<file path="src/rtl/cordic_range_reduce.sv">
// Range reduction for exp() via CORDIC: x = k*ln2 + r, so exp(x) = 2^k * exp(r).
// Optional k clamping to [K_MIN, K_MAX] with overflow flag under macro CORDIC_RR_SAT_EN.
module cordic_range_reduce #(
  parameter int unsigned INV_LN2 = 94548,
  parameter int unsigned LN2     = 45426,
  parameter int          K_MAX   = 15,
  parameter int          K_MIN   = -16
) (
  input  logic        clk,
  input  logic        rst,
  input  logic [31:0] in_angle,
  input  logic        in_valid,
  output logic        in_ready,
  output logic [31:0] out_r,
  output logic [7:0]  out_k,
  output logic        out_ovf,
  output logic        out_valid,
  input  logic        out_ready,
  output logic [1:0]  dbg_state
);

  // Handshake: a transfer happens on a rising edge where valid && ready are both 1;
  // the producer holds data stable while valid=1 and ready=0, and valid never depends on ready.
  typedef enum logic [1:0] {
    IDLE = 2'd0,
    MUL  = 2'd1,
    SUB  = 2'd2,
    DONE = 2'd3
  } state_t;

  state_t      state_q, state_d;
  logic [31:0] x_q, x_d;
  logic [31:0] kraw_q, kraw_d;
  logic [31:0] r_q, r_d;
  logic [7:0]  k_q, k_d;
  logic        ovf_q, ovf_d;

  logic [63:0] prod;
  logic [63:0] prod_rnd;
  logic [31:0] k_sel;
  logic        ovf_sel;

  // Sign-extend x so the low 64 bits of the product are the signed result.
  assign prod     = {{32{x_q[31]}}, x_q} * 64'(INV_LN2);
  assign prod_rnd = prod + 64'h0000_0000_8000_0000;

`ifdef CORDIC_RR_SAT_EN
  always_comb begin
    k_sel   = kraw_q;
    ovf_sel = 1'b0;
    if ($signed(kraw_q) > K_MAX) begin
      k_sel   = 32'(K_MAX);
      ovf_sel = 1'b1;
    end else if ($signed(kraw_q) < K_MIN) begin
      k_sel   = 32'(K_MIN);
      ovf_sel = 1'b1;
    end
  end
`else
  assign k_sel   = kraw_q;
  assign ovf_sel = 1'b0;

  logic unused_k_lim;
  assign unused_k_lim = ^{K_MIN, K_MAX};
`endif

  logic unused_prod_lo;
  assign unused_prod_lo = ^prod_rnd[31:0];

  always_comb begin
    state_d = state_q;
    x_d     = x_q;
    kraw_d  = kraw_q;
    r_d     = r_q;
    k_d     = k_q;
    ovf_d   = ovf_q;
    case (state_q)
      IDLE: begin
        if (in_valid) begin
          x_d     = in_angle;
          state_d = MUL;
        end
      end
      MUL: begin
        kraw_d  = prod_rnd[63:32];
        state_d = SUB;
      end
      SUB: begin
        r_d     = x_q - k_sel * 32'(LN2);
        k_d     = k_sel[7:0];
        ovf_d   = ovf_sel;
        state_d = DONE;
      end
      DONE: begin
        if (out_ready) state_d = IDLE;
      end
      default: state_d = IDLE;
    endcase
  end

  always_ff @(posedge clk) begin
    if (rst) begin
      state_q <= IDLE;
      x_q     <= '0;
      kraw_q  <= '0;
      r_q     <= '0;
      k_q     <= '0;
      ovf_q   <= 1'b0;
    end else begin
      state_q <= state_d;
      x_q     <= x_d;
      kraw_q  <= kraw_d;
      r_q     <= r_d;
      k_q     <= k_d;
      ovf_q   <= ovf_d;
    end
  end

  assign in_ready  = (state_q == IDLE);
  assign out_valid = (state_q == DONE);
  assign out_r     = r_q;
  assign out_k     = k_q;
  assign out_ovf   = ovf_q;
  assign dbg_state = state_q;

endmodule

</file>
<file path="config.mk">
export PLATFORM = sky130hd
export DESIGN_NAME = cordic_range_reduce
export DESIGN_NICKNAME = d
export VERILOG_FILES = /design/src/rtl/cordic_range_reduce.sv
export SDC_FILE = /design/constraint.sdc
export NUM_CORES = 1
export LEC_CHECK = 0
export BUFFER_PORTS_ARGS = -buffer_cell sky130_fd_sc_hd__buf_2
export CAP_MARGIN = 15
export CORE_ASPECT_RATIO = 2
export CORE_MARGIN = 2
export CORE_UTILIZATION = 46
export DETAILED_ROUTE_END_ITERATION = 8
export HOLD_SLACK_MARGIN = 0.05
export SYNTH_ARGS = -nofsm -noshare
export SYNTH_HDL_FRONTEND = slang
export SYNTH_SLANG_ARGS = --single-unit
</file>
<file path="constraint.sdc">
create_clock -name clk -period 7.8 [get_ports clk]
set_clock_uncertainty 0.15 [all_clocks]
set_input_delay 0 -clock clk [delete_from_list [all_inputs] [get_ports clk]]
set_output_delay 0 -clock clk [all_outputs]
set_load 0.01 [all_outputs]
</file>
# ---- After elaboration in Yosys (flattened, before gate mapping)
# Index checks and enable logic that the tools add are counted.
# Widths: inputs -> output; s select.
dict set report word_totals {
  ff_bits 106
  in_bits 36
  output_inout_bits 45
  elab_cells 20
}
dict set report op_classes {
  addsub 2
  multipliers 2
  n_eq_ne 5
  mux 3
  reduce_logical 3
}
# cell n
set ops {}
lappend ops {{$add 64x32->64 const B} 1}
lappend ops {{$mul 64x15->62 const B} 1}
lappend ops {{$mul 32x15->31 const B} 1}
lappend ops {{$sub 32x32->32} 1}
lappend ops {{$pmux 2 s4} 1}
lappend ops {{$eq 2x2->1 const B} 2}
lappend ops {{$mux 2} 2}
lappend ops {{$reduce_and 2->1} 2}
lappend ops {{$eq 2x1->1 const B} 1}
lappend ops {{$logic_not 2->1} 1}
lappend ops {{$ne 2x1->1 const B} 1}
lappend ops {{$ne 2x2->1 const B} 1}

# ---- Depth between registers and ports, before layout
dict set report depth {
  word_depth 3
  mapped_depth 31
}

# ---- Worst setup path before layout
# OpenSTA, ideal clock, no wires.
dict set report synth_timing {
  kind {register -> register}
  startpoint {register x_q[31]}
  endpoint {register kraw_q[18] (netlist: k_sel[18])}
  t_arrival_ns 6.763
  setup_slack_ns 0.757
  stages_incl_launch_ff 23
  n_path_buf 0
  period_less_slack_ns 7.043
  path_cell_list {dfxtp_1 ha_1 ha_1 fa_1 inv_1 fa_1 inv_1 fa_1 inv_1 fa_1 inv_1 ha_1 and3_2 nand4_1 a21o_1 or4_4 or2_4 a41oi_4 nand4_4 or4_4 or4_4 o2111ai_1 o211ai_1}
}
dict set report synth_between {
  elab_chain_len 2
}
# item line_no
set synth_rtl {}
lappend synth_rtl {{from (decl)} 32} ;# logic [31:0] x_q, x_d;
lappend synth_rtl {{from (signal assigned)} 104} ;# x_q <= '0;
lappend synth_rtl {{from (signal assigned)} 111} ;# x_q <= x_d;
lappend synth_rtl {{$mul 64x15->62} 44} ;# assign prod = {{32{x_q[31]}}, x_q} * 64'(INV_LN2);
lappend synth_rtl {{$add 64x32->64} 45} ;# assign prod_rnd = prod + 64'h0000_0000_8000_0000;
lappend synth_rtl {{to (signal assigned)} 112} ;# kraw_q <= kraw_d;
lappend synth_rtl {{to (decl)} 33} ;# logic [31:0] kraw_q, kraw_d;
# No other way between the ends.
# A chain may end at the register's enable or synchronous reset.

# ---- Worst setup path in the final report
dict set report layout_timing {
  startpoint {register x_q[13]}
  endpoint {register kraw_q[18] (netlist: k_sel[18])}
}
# Same word-level chain as after synthesis.

==> flow_summary.toml <==
[die]
coreArea_um2 = 43100
fp.dieH_um = 299
die_w_um = 151
fp-row-count = 108
pin_count = 81
start_util_pct = 46.3
die_area_um2 = 45200

[drt]
detail-route-antenna-nets = 0
vias_per_cell = 5.30
first_iter_violations = 660
vias = 15100
remaining_drc_errors = 0
first_pass_iters = 5
wl_per_cell_um = 18.4
wirelength_um = 52200

[global_routing]
antenna_found_initial = 3
grt_pass1_wl_um = 85400
first_global_vias = 16200
globalRouteOverflowTotal = 0
grt_use_total_pct = 24.5
grt_max_degree = 55

[worst_setup_path]
timing.rr.end = "k_sel[18]"
worstSetupPathType = "reg2reg"
worstRegToRegCells = 22
cpPeakStageDelay_ns = 0.55
critPathCaptureType = "flop"
critPathMaxFanout = 6
cp_num_buf_inv = 4
r2r_slack_ns = 0.26
slowest_stage = "fa_1"
cp-startpoint = "x_q[13]"
cp.depth = 22
cp_common_cell = "fa_1"
startpoint_type = "flop"
r2r_start = "x_q[13]"
critPathRequiredTime_ns = 7.89
path_cells = "ha_1, fa_1, fa_1, inv_1, fa_1, inv_1, fa_1, inv_1, fa_1, inv_1, ha_1, a21oi_1, a21boi_1, a311o_1, a211o_1, o31a_1, a41oi_4, nand4_4, or4_4, or4_4, o2111ai_1, o211ai_1"
critical-path-top-delay-family = "adder cells"
crit_arrival_ns = 7.63
endpoint = "k_sel[18]"

[sta]
period_share_pct = 96.7
period_needed_ns = 7.54
setup-violations-final = 0
max_freq_mhz = 133
hold_viol_final = 0
slew_viol_final = 0
timing.max_slew.rel_slack_pct = 35.4
worstMarginPinSlew_ns = 0.969

[clock_tree]
cts.clk_slew.worst_paths_ns = 0.09
cts_buffers = 9
cts_sinks = 105
clock_path_buffers = 2
cts_tree = "done"
clk_latency_ns = 0.37
h-tree-depth = 3
root_buffer = "clkbuf_16"

[logic_synthesis]
ys_seq_area_share_pct = 10.5
avgSynthCellArea_um2 = 9.36
syn_inst = 2135
yosys-top-cells-area = "fa_1 31%, ha_1 22%, dfxtp_1 11%"
netlist_area_um2 = 20000
yosys.area.top_type = "fa_1"
yosysWarnings = 0
synth_ff_type = "dfxtp_1"
async_flop_share_pct = 0
ys_types = 83
ys_seq_elements = 105
syn_nets = 2836
synth_edf_count = 0
yosysTopAreaCellShare_pct = 31.4

[placed_design]
place_area_um2 = 21400
io_buffers = 79
gp_congestion = 0.930
dpl.hpwl_um = 45200

[run_status]
outcome = "finished clean"

[flow_run]
cap_violations = 0

[finish]
nets = 2990
fillers = 4109
finalInstanceArea_um2 = 22200
area_growth_pct = 11.3
layout-drive-gt1-share_pct = 9.20

[hold_path]
hold_path.class = "in2reg"
worst min-delay path by stage:
stage,from,to,slack [ns],cells after the start
floorplan,in_angle[0],x_q[0],-0.01,2
global placement,in_angle[27],x_q[27],0.09,3
detailed placement,in_angle[28],x_q[28],0.1,3
CTS,in_angle[28],x_q[28],0.25,4
global route,in_angle[25],x_q[25],0.28,4
finish,in_angle[27],x_q[27],0.25,4
placed cells by master, fill, tap and decap left out, drive strengths merged, types with 5 or more instances in the layout:
master	netlist	routed
a21oi	123	123
nor4	8	8
o2111ai	5	5
or3	8	8
nand2	144	144
o41ai	5	5
o21bai	6	6
ha	352	352
o31ai	5	5
dfxtp	105	105
buf	12	148
nand4	14	14
nor2b	6	6
clkbuf	29	9
o21a	12	12
nor3	24	24
nor2	113	113
a31oi	10	10
or4	7	7
or2	5	5
nand2b	22	22
a21o	35	35
o211ai	8	8
nand3	26	26
xor2	30	30
mux2i	33	33
and2	5	5
inv	446	448
o311ai	7	7
o21ai	52	52
and3	19	19
xnor2	64	64
dlygate4sd3	0	36
fa	313	313
a211oi	24	24
repair_timing:
item,in CTS,in global routing
hold buffers,36,0
endpoints found under the hold margin,57,0
gates resized for setup,0,24
endpoints found under the setup margin,0,18
setup buffers,0,4
layer usage:
metal / routed length [um] / part of all wire [%] / GRT usage [%]
met5: 26 / 0.050 / 0
met3: 2030 / 3.9 / 2.75
met2: 26000 / 50 / 42.5
met1: 21600 / 41 / 30.8
met4: 2520 / 4.8 / 9.35
cells by family (layout without fill, tap and decap cells):
logic type / after synthesis / count (layout) / synth area share, %
AND/OR/NAND/NOR: 412 / 412 / 9.94
multiplexers: 35 / 35 / 1.77
AO/OA/AOI/OAI: 334 / 334 / 11.0
flip-flops: 105 / 105 / 10.5
buffers and inverters: 489 / 648 / 9.22
other: 1 / 2 / 0.0188
adder cells (fa/ha/maj): 665 / 665 / 53.4
XOR/XNOR: 94 / 94 / 4.12
layout make-up:
| cell class | instances | area, um^2 | area share (%) |
|---|---|---|---|
| multi-input cells | 1541 | 16100 | 72.5 |
| clock buffers | 9 | 225 | 1.01 |
| repair buffers | 184 | 1280 | 5.74 |
| clock inverters | 7 | 119 | 0.535 |
| inverters | 448 | 1690 | 7.58 |
| flip-flops and latches | 105 | 2110 | 9.50 |
| well taps | 550 | 688 | 3.10 |
| diodes | 1 | 2.50 | 0.0113 |
through the flow:
step	worst slack [ns]	std cells	setup TNS, ns	utilization [%]	hold slack, ns
global placement	0.144	2788	0	49.6	0.0941
detailed placement	0.0953	2788	0	49.6	0.0961
global route	-0.0228	2844	-0.0228	51.6	0.278
finish	0.260	2845	0	51.6	0.254
CTS	0.0407	2840	0	51.3	0.250
floorplan	0.757	2135	0	-	-0.0140
Yosys cell counts (all sizes together) (6+ instances only):
library cell,count
and3,19
nand2b,22
a21oi,123
nand4,14
a31oi,10
a211oi,24
clkbuf,29
mux2i,33
o21bai,6
o211ai,8
xnor2,64
or3,8
nor4,8
o21a,12
a21o,35
nor2b,6
fa,313
o21ai,52
inv,446
ha,352
or4,7
xor2,30
nor2,113
nand2,144
o311ai,7
nand3,26
nor3,24
dfxtp,105
buf,12
registers in the layout (all words and copies together), names as in the netlist:
register / count
out_r: 32
x_q: 32
k_sel: 31
out_k: 8
dbg_state: 2
worst register-to-register path: cells and delay by family, from the launching register on:
kind	cells	cell delay, ns
adders and majority gates	7	3.29
buffers and inverters	4	0.22
and+or+nand+nor	3	1.12
DFF	1	0.47
AOI/OAI and AO/OA	8	2.18
Power is not shown: default switching activity piles up to over one toggle a cycle in this logic, so the estimate is an artifact.
